[config.mk]
export PLATFORM = sky130hd
export DESIGN_NAME = inst_mem
export DESIGN_NICKNAME = d
export VERILOG_FILES = /design/src/rtl/inst_mem.sv
export SDC_FILE = /design/constraint.sdc
export NUM_CORES = 2
export LEC_CHECK = 0
export BUFFER_PORTS_ARGS = -buffer_cell sky130_fd_sc_hd__buf_2
export CAP_MARGIN = 20
export CORE_ASPECT_RATIO = 1.25
export CORE_UTILIZATION = 35
export CTS_BUF_LIST = sky130_fd_sc_hd__clkbuf_8
export DETAILED_ROUTE_END_ITERATION = 8
export GPL_TIMING_DRIVEN = 0
export PLACE_DENSITY_LB_ADDON = 0.15
export SYNTH_ARGS = -nofsm -noshare
export SYNTH_HDL_FRONTEND = slang
export SYNTH_SLANG_ARGS = --single-unit
[constraint.sdc]
create_clock -name clk -period 13.8 [get_ports clk]
set_input_delay 1.38 -clock clk [delete_from_list [all_inputs] [get_ports clk]]
set_output_delay 1.38 -clock clk [all_outputs]
set_load 0.03 [all_outputs]
[src/rtl/inst_mem.sv]
// ============================================================================
// inst_mem -- instruction memory with power-on clear sweep and program load
//
// After reset the memory walks addresses 0..DEPTH-1 and writes DEFAULT_INST
// to each one, one entry per cycle (CLEAR). It then enters READY. In READY it
// serves one fetch per cycle with a latency of one cycle and accepts one
// program-load write per cycle. A load and a fetch to the same address in the
// same cycle are read-first. Addresses at or above DEPTH fetch DEFAULT_INST,
// and loads to those addresses are dropped.
//
// Optional feature: define INST_MEM_PARITY_EN to store an even-parity bit per
// entry and flag mismatches on fetch. Without it, parity_err_o is tied to 0.
//
// Parameters
//   ADDR_W        address width in bits
//   INST_W        instruction width in bits
//   DEPTH         number of stored instructions (1 .. 2**ADDR_W)
//   DEFAULT_INST  clear value, also returned for out-of-range fetches
//
// Ports
//   clk            sole clock, rising edge
//   reset          synchronous, active-high reset
//   fetch_req_i    fetch request
//   fetch_addr_i   fetch address
//   instruction_o  fetched instruction (holds when no fetch result)
//   inst_valid_o   instruction_o carries a fetch result this cycle
//   load_we_i      program-load write strobe
//   load_addr_i    program-load address
//   load_data_i    program-load data
//   busy_o         clear sweep in progress; fetch and load are ignored
//   parity_err_o   parity mismatch on the current fetch result
// ============================================================================
module inst_mem #(
    parameter int                ADDR_W       = 8,
    parameter int                INST_W       = 8,
    parameter int                DEPTH        = 256,
    parameter logic [INST_W-1:0] DEFAULT_INST = '1
) (
    input  logic              clk,
    input  logic              reset,
    input  logic              fetch_req_i,
    input  logic [ADDR_W-1:0] fetch_addr_i,
    output logic [INST_W-1:0] instruction_o,
    output logic              inst_valid_o,
    input  logic              load_we_i,
    input  logic [ADDR_W-1:0] load_addr_i,
    input  logic [INST_W-1:0] load_data_i,
    output logic              busy_o,
    output logic              parity_err_o
);

    // Only the low IDX_W address bits select an entry; range checks against
    // the full address stop aliasing of addresses >= DEPTH.
    localparam int                IDX_W    = (DEPTH > 1) ? $clog2(DEPTH) : 1;
    localparam logic [ADDR_W:0]   DEPTH_L  = (ADDR_W + 1)'(DEPTH);
    localparam logic [ADDR_W-1:0] LAST_IDX = ADDR_W'(DEPTH - 1);

    typedef enum logic {
        ST_CLEAR,
        ST_READY
    } state_e;

    state_e              state_q, state_d;
    logic [ADDR_W-1:0]   clr_ptr_q, clr_ptr_d;
    logic [INST_W-1:0]   inst_q, inst_d;
    logic                valid_q, valid_d;
    logic                perr_q, perr_d;

    logic [INST_W-1:0]   mem_q [DEPTH];

    logic                fetch_in_range;
    logic                load_in_range;
    logic                fetch_accept;
    logic [INST_W-1:0]   rd_data;
    logic                rd_perr;
    logic                wr_en;
    logic [IDX_W-1:0]    wr_idx;
    logic [INST_W-1:0]   wr_data;

    assign fetch_in_range = ({1'b0, fetch_addr_i} < DEPTH_L);
    assign load_in_range  = ({1'b0, load_addr_i} < DEPTH_L);
    assign fetch_accept   = (state_q == ST_READY) && fetch_req_i;

    // ------------------------------------------------------------------
    // Control FSM: state register
    // ------------------------------------------------------------------
    // NOTE: sequential state uses non-blocking assignments so every flop
    // samples pre-edge values; this is also what makes a same-cycle
    // load/fetch read the old contents.
    always_ff @(posedge clk) begin
        if (reset) begin
            state_q   <= ST_CLEAR;
            clr_ptr_q <= '0;
        end else begin
            state_q   <= state_d;
            clr_ptr_q <= clr_ptr_d;
        end
    end

    // Control FSM: next state and memory write-port selection
    // NOTE: every signal written here gets a default first, so no path
    // leaves one unassigned and no latch is inferred.
    always_comb begin
        state_d   = state_q;
        clr_ptr_d = clr_ptr_q;
        wr_en     = 1'b0;
        wr_idx    = load_addr_i[IDX_W-1:0];
        wr_data   = load_data_i;
        unique case (state_q)
            ST_CLEAR: begin
                wr_en   = !reset;
                wr_idx  = clr_ptr_q[IDX_W-1:0];
                wr_data = DEFAULT_INST;
                if (clr_ptr_q == LAST_IDX) begin
                    state_d   = ST_READY;
                    clr_ptr_d = '0;
                end else begin
                    clr_ptr_d = clr_ptr_q + 1'b1;
                end
            end
            ST_READY: begin
                wr_en = !reset && load_we_i && load_in_range;
            end
            default: ;
        endcase
    end

    assign busy_o = (state_q == ST_CLEAR);

    // ------------------------------------------------------------------
    // Storage
    // ------------------------------------------------------------------
    // NOTE: the array has no reset; its contents are defined solely by the
    // clear sweep, which keeps it mappable onto RAM.
    always_ff @(posedge clk) begin
        if (wr_en) begin
            mem_q[wr_idx] <= wr_data;
        end
    end

`ifdef INST_MEM_PARITY_EN
    logic par_q [DEPTH];

    // Even parity: the stored bit makes the total count of ones even.
    always_ff @(posedge clk) begin
        if (wr_en) begin
            par_q[wr_idx] <= ^wr_data;
        end
    end

    always_comb begin
        rd_data = DEFAULT_INST;
        rd_perr = 1'b0;
        if (fetch_in_range) begin
            rd_data = mem_q[fetch_addr_i[IDX_W-1:0]];
            rd_perr = (^rd_data) ^ par_q[fetch_addr_i[IDX_W-1:0]];
        end
    end
`else
    always_comb begin
        rd_data = DEFAULT_INST;
        rd_perr = 1'b0;
        if (fetch_in_range) begin
            rd_data = mem_q[fetch_addr_i[IDX_W-1:0]];
        end
    end
`endif

    // ------------------------------------------------------------------
    // Fetch result register: instruction holds when no fetch is accepted
    // ------------------------------------------------------------------
    always_comb begin
        inst_d  = inst_q;
        valid_d = fetch_accept;
        perr_d  = 1'b0;
        if (fetch_accept) begin
            inst_d = rd_data;
            perr_d = rd_perr;
        end
    end

    always_ff @(posedge clk) begin
        if (reset) begin
            inst_q  <= DEFAULT_INST;
            valid_q <= 1'b0;
            perr_q  <= 1'b0;
        end else begin
            inst_q  <= inst_d;
            valid_q <= valid_d;
            perr_q  <= perr_d;
        end
    end

    assign instruction_o = inst_q;
    assign inst_valid_o  = valid_q;
    assign parity_err_o  = perr_q;

endmodule

# == Yosys cells after proc, flatten, opt, wreduce, memory -nomap -nowiden ==
# Memories as Yosys holds them, arrays and structs flattened. A register that Yosys moved wholly into a read port is not among the register bits.
# Cells that the tools add are included.
# totals
mem_count,1
in_bits,28
register_bits,10
ram_bits,2048
wordCells,18
# classes
add_sub_neg,1
reduce_logical,3
n_eq_ne,1
bitwise,1
muxes,8
# memory_table
name,depth,word_bits,read_ports,rd_ports_with_merged_regs,write_ports,line,source
mem_q,256,8,1,1,1,69,logic [INST_W-1:0] mem_q [DEPTH];
# op_table
cell,n
8-bit two-way mux,3
"8-bit by 1-bit adder with 8-bit output, second input constant",1
"8-bit equality test, second input constant",1
1-bit two-way mux,4
1-bit logical AND,2
1-bit case mux with 2 select lines,1
1-bit logical NOT,1
1-bit NOT,1

# == Depth between registers and ports, before layout ==
# depth
word_depth,5
mapped_depth,12

# == Worst setup path before layout ==
# Ideal clock, no wire load.
# synth_timing
path_kind,input-to-reg
from,input port load_data_i[0]
to,memory mem_q[0][0] (data pin)
slack_ns,8.094
arrival_time_ns,4.802
required_ns,12.896
n_path_buf,0
stages,1
setup_ns,0.904
path_cell_list,nand2b_1
# synth_between
elab_chain_cells,1
# synth_rtl
element,line,source
from (decl),47,"input logic [INST_W-1:0] load_data_i,"
8-bit two-way mux,109,unique case (state_q)
to (decl),69,
# Every way passes these cells.

==> impl_metrics.env <==
export IMPL_power_switching_mw=3.03
export IMPL_yosys_warnings=0
export IMPL_core_area_mm2=0.230
export IMPL_place_area_mm2=0.0867
export IMPL_rsz0062_at_grt="false"
export IMPL_hold_depth=2
export IMPL_hold_buffers=0
export IMPL_reg2reg_slack_ns=8.75
export IMPL_cts_resized=0
export IMPL_nFillCells=20800
export IMPL_fin_setup_tns_ns=0
export IMPL_post_synth_instance_area_mm2=0.0811
export IMPL_yosysUniqueCellTypes=75
export IMPL_synth_seq_cells=2066
export IMPL_fmax_mhz=178
export IMPL_slowest_delay_ns=0.95
export IMPL_port_buffer_count=34
export IMPL_ys_seq_area_share_pct=76.3
export IMPL_maxCapViolCount=0
export IMPL_internal_power_mw=9.33
export IMPL_gr_total_overflow=0
export IMPL_cts_root_buf="clkbuf_8"
export IMPL_drt_iter0_markers=6482
export IMPL_ios=39
export IMPL_p_leak_nw=29.2
export IMPL_cts_tree="done"
export IMPL_die_w_um=432
export IMPL_synthTopCellsByArea="edfxtp_1 76%, mux4_2 11%, mux2i_1 2.9%"
export IMPL_critPathKind="input port to flip-flop"
export IMPL_syn_inst=4001
export IMPL_synth_ff_type="edfxtp_1"
export IMPL_crit_top_cell="buf_2"
export IMPL_crit_path_end="instruction_o[1]"
export IMPL_clock_sinks=2066
export IMPL_power_density_mw_per_mm2=133
export IMPL_drive_gt1_share_pct=23.6
export IMPL_grt_pass1_wl_mm=425
export IMPL_status="complete, no violations"
export IMPL_finalCritPeriodShare_pct=40.6
export IMPL_postCtsSetupRepairBufs=0
export IMPL_drt_drc_violations_left=0
export IMPL_die_area_mm2=0.234
export IMPL_drt_pre_antenna_iters=6
export IMPL_slowest_stage="clkbuf_1"
export IMPL_final_cells=7794
export IMPL_slew_viol_final=0
export IMPL_num_rows=197
export IMPL_hold_violations=0
export IMPL_htreeDepth=5
export IMPL_syn_num_nets=4030
export IMPL_nets=4486
export IMPL_p_seq_share_pct=55.0
export IMPL_finish_utilization_pct=40.2
export IMPL_critPathTopFamily="buffers and inverters"
export IMPL_reg2reg_from="state_q"
export IMPL_final_cell_mix="2048 x edfxtp_1, 405 x mux4_2, 339 x clkbuf_8"
export IMPL_yosys_area_top_type="edfxtp_1"
export IMPL_start_kind="input port"
export IMPL_grt_usage_pct=27.6
export IMPL_power_mw=12.4
export IMPL_crit_required_ns=14.64
export IMPL_clk_latency_ns=1.02
export IMPL_hold_class="flip-flop to flip-flop"
export IMPL_final_cell_area_mm2=0.0926
export IMPL_vias=46100
export IMPL_finClkSkew_ns=0.0769
export IMPL_p_sw_share_pct=24.5
export IMPL_grt_max_degree=87
export IMPL_cts_buffer_depth=4
export IMPL_hold_start="clr_ptr_q[3]"
export IMPL_irDropWorstVdd_v=0.0000881
export IMPL_r2r_end="mem_q[191][0]"
export IMPL_drtAntennaViolNets=0
export IMPL_antenna_found_initial=22
export IMPL_power_share_clock_pct=39.1
export IMPL_cp_startpoint="fetch_addr_i[2]"
export IMPL_cp_max_fo=11
export IMPL_finalSetupViolCount=0
export IMPL_area_growth_syn_to_layout_pct=14.2
export IMPL_final_common_cell="edfxtp_1"
export IMPL_cp_num_cells=10
export IMPL_end_kind="flip-flop"
export IMPL_async_reset_ff_share_pct=0
export IMPL_cts_inserted_buffers=331
export IMPL_crit_path_cell_trace="buf_2 -> buf_4 -> buf_4 -> buf_2 -> buf_2 -> clkbuf_1 -> a21oi_1 -> o21ai_0 -> nand4_1 -> o211ai_1"
export IMPL_slew_limit_headroom_pct=7.16
export IMPL_avgRoutedWirePerCell_um=41.9
export IMPL_synth_top_area_share_pct=75.8
export IMPL_start_util_pct=35.2
export IMPL_synth_edf_count=2048
export IMPL_die_h_um=540
export IMPL_period_needed_ns=5.60
export IMPL_place_congestion=0.925
export IMPL_viasPerCell=5.91
export IMPL_post_dp_hpwl_mm=219
export IMPL_grt_pass1_vias=45000
export IMPL_rr_worst_depth=7
export IMPL_worst_pin_slew_ns=1.37
export IMPL_p_comb_share_pct=5.9
export IMPL_path_buf_inv=6
export IMPL_cts_reportedPaths_clkPinSlew_ns=0.06
export IMPL_dpl_cell_count=7195
export IMPL_arrival_ns=6.44
export IMPL_syn_area_per_cell_um2=20.3
export IMPL_wirelength_mm=327
## layout make-up
type	count	area, µm²	area share (%)
clock buffer	337	4640	5.01
clock inverter	226	1030	1.11
buffer	244	1740	1.88
timing repair buffer	123	1760	1.90
antenna	23	57.6	0.0622
tap	3084	3860	4.17
inverter	10	37.5	0.0405
multi-input combinational	1681	17600	19.0
sequential	2066	61900	66.8
## metal layers
metal	global-route usage [%]	vias to the layer above	part of all wire, %
met2	44.2	2717	48
met4	16.2	6	6.6
met5	0	-	0.013
met1	34.8	25000	38
met3	5.56	725	8.1
li1	-	17600	-
## cell usage after synthesis (15+ instances only)
cell and n:
a22oi_1 76, edfxtp_1 2048, a211oi_1 15, clkbuf_1 105, buf_2 41, nor3_1 38
nand3_1 49, o21ai_0 43, o22ai_1 75, a31oi_1 26, nor2_1 304, buf_6 41
and2_1 21, nand2_1 94, mux4_2 405, buf_4 21, or3_1 15, o221ai_1 58
a21oi_1 49, dfxtp_1 18, mux2i_1 235, nand2b_1 21
## power groups by stage
stage	Clock (mW)	Combinational (mW)	Sequential, mW
after floorplan	0	0.329	6.93
after global placement	0	0.699	6.93
after detailed placement	0	0.718	6.93
after CTS	4.86	0.719	6.79
after global routing	5.11	0.724	6.79
final	4.83	0.734	6.79
## through the flow
| step | hold slack [ns] | setup WS (ns) |
|---|---|---|
| detailed placement | 0.529 | 7.52 |
| finish | 0.539 | 8.20 |
| global route | 0.571 | 8.58 |
| global placement | 0.528 | 2.50 |
| floorplan | 0.490 | 8.09 |
| CTS | 0.538 | 8.53 |
## sequential cells by signal, indices dropped and copies added (netlist names)
name	flops
instruction_o	8
inst_valid_o	1
clr_ptr_q	8
mem_q	2048
state_q	1
## worst min-delay path: cells and delay by family, from the launching register on
family	cells	cell delay, ns
flops	1	0.35
compound gates	2	0.15
## worst min-delay path by stage
| stage | to | slack (ns) |
|---|---|---|
| 2_1_floorplan | clr_ptr_q[3] | 0.49 |
| 3_3_place_gp | clr_ptr_q[3] | 0.53 |
| 3_5_place_dp | clr_ptr_q[3] | 0.53 |
| 4_1_cts | clr_ptr_q[3] | 0.54 |
| 5_1_grt | clr_ptr_q[3] | 0.57 |
| 6_report | clr_ptr_q[3] | 0.54 |
## cells by family after synthesis
logic type,synth area share [%]
other cells,0.00463
flops,76.3
mux,14.5
fa+ha+maj,0.0154
xor+xnor,0.0216
compound gates,3.75
buf+inv,2.14
simple gates,3.24
No activity file was read; power rests on OpenSTA's default activity.
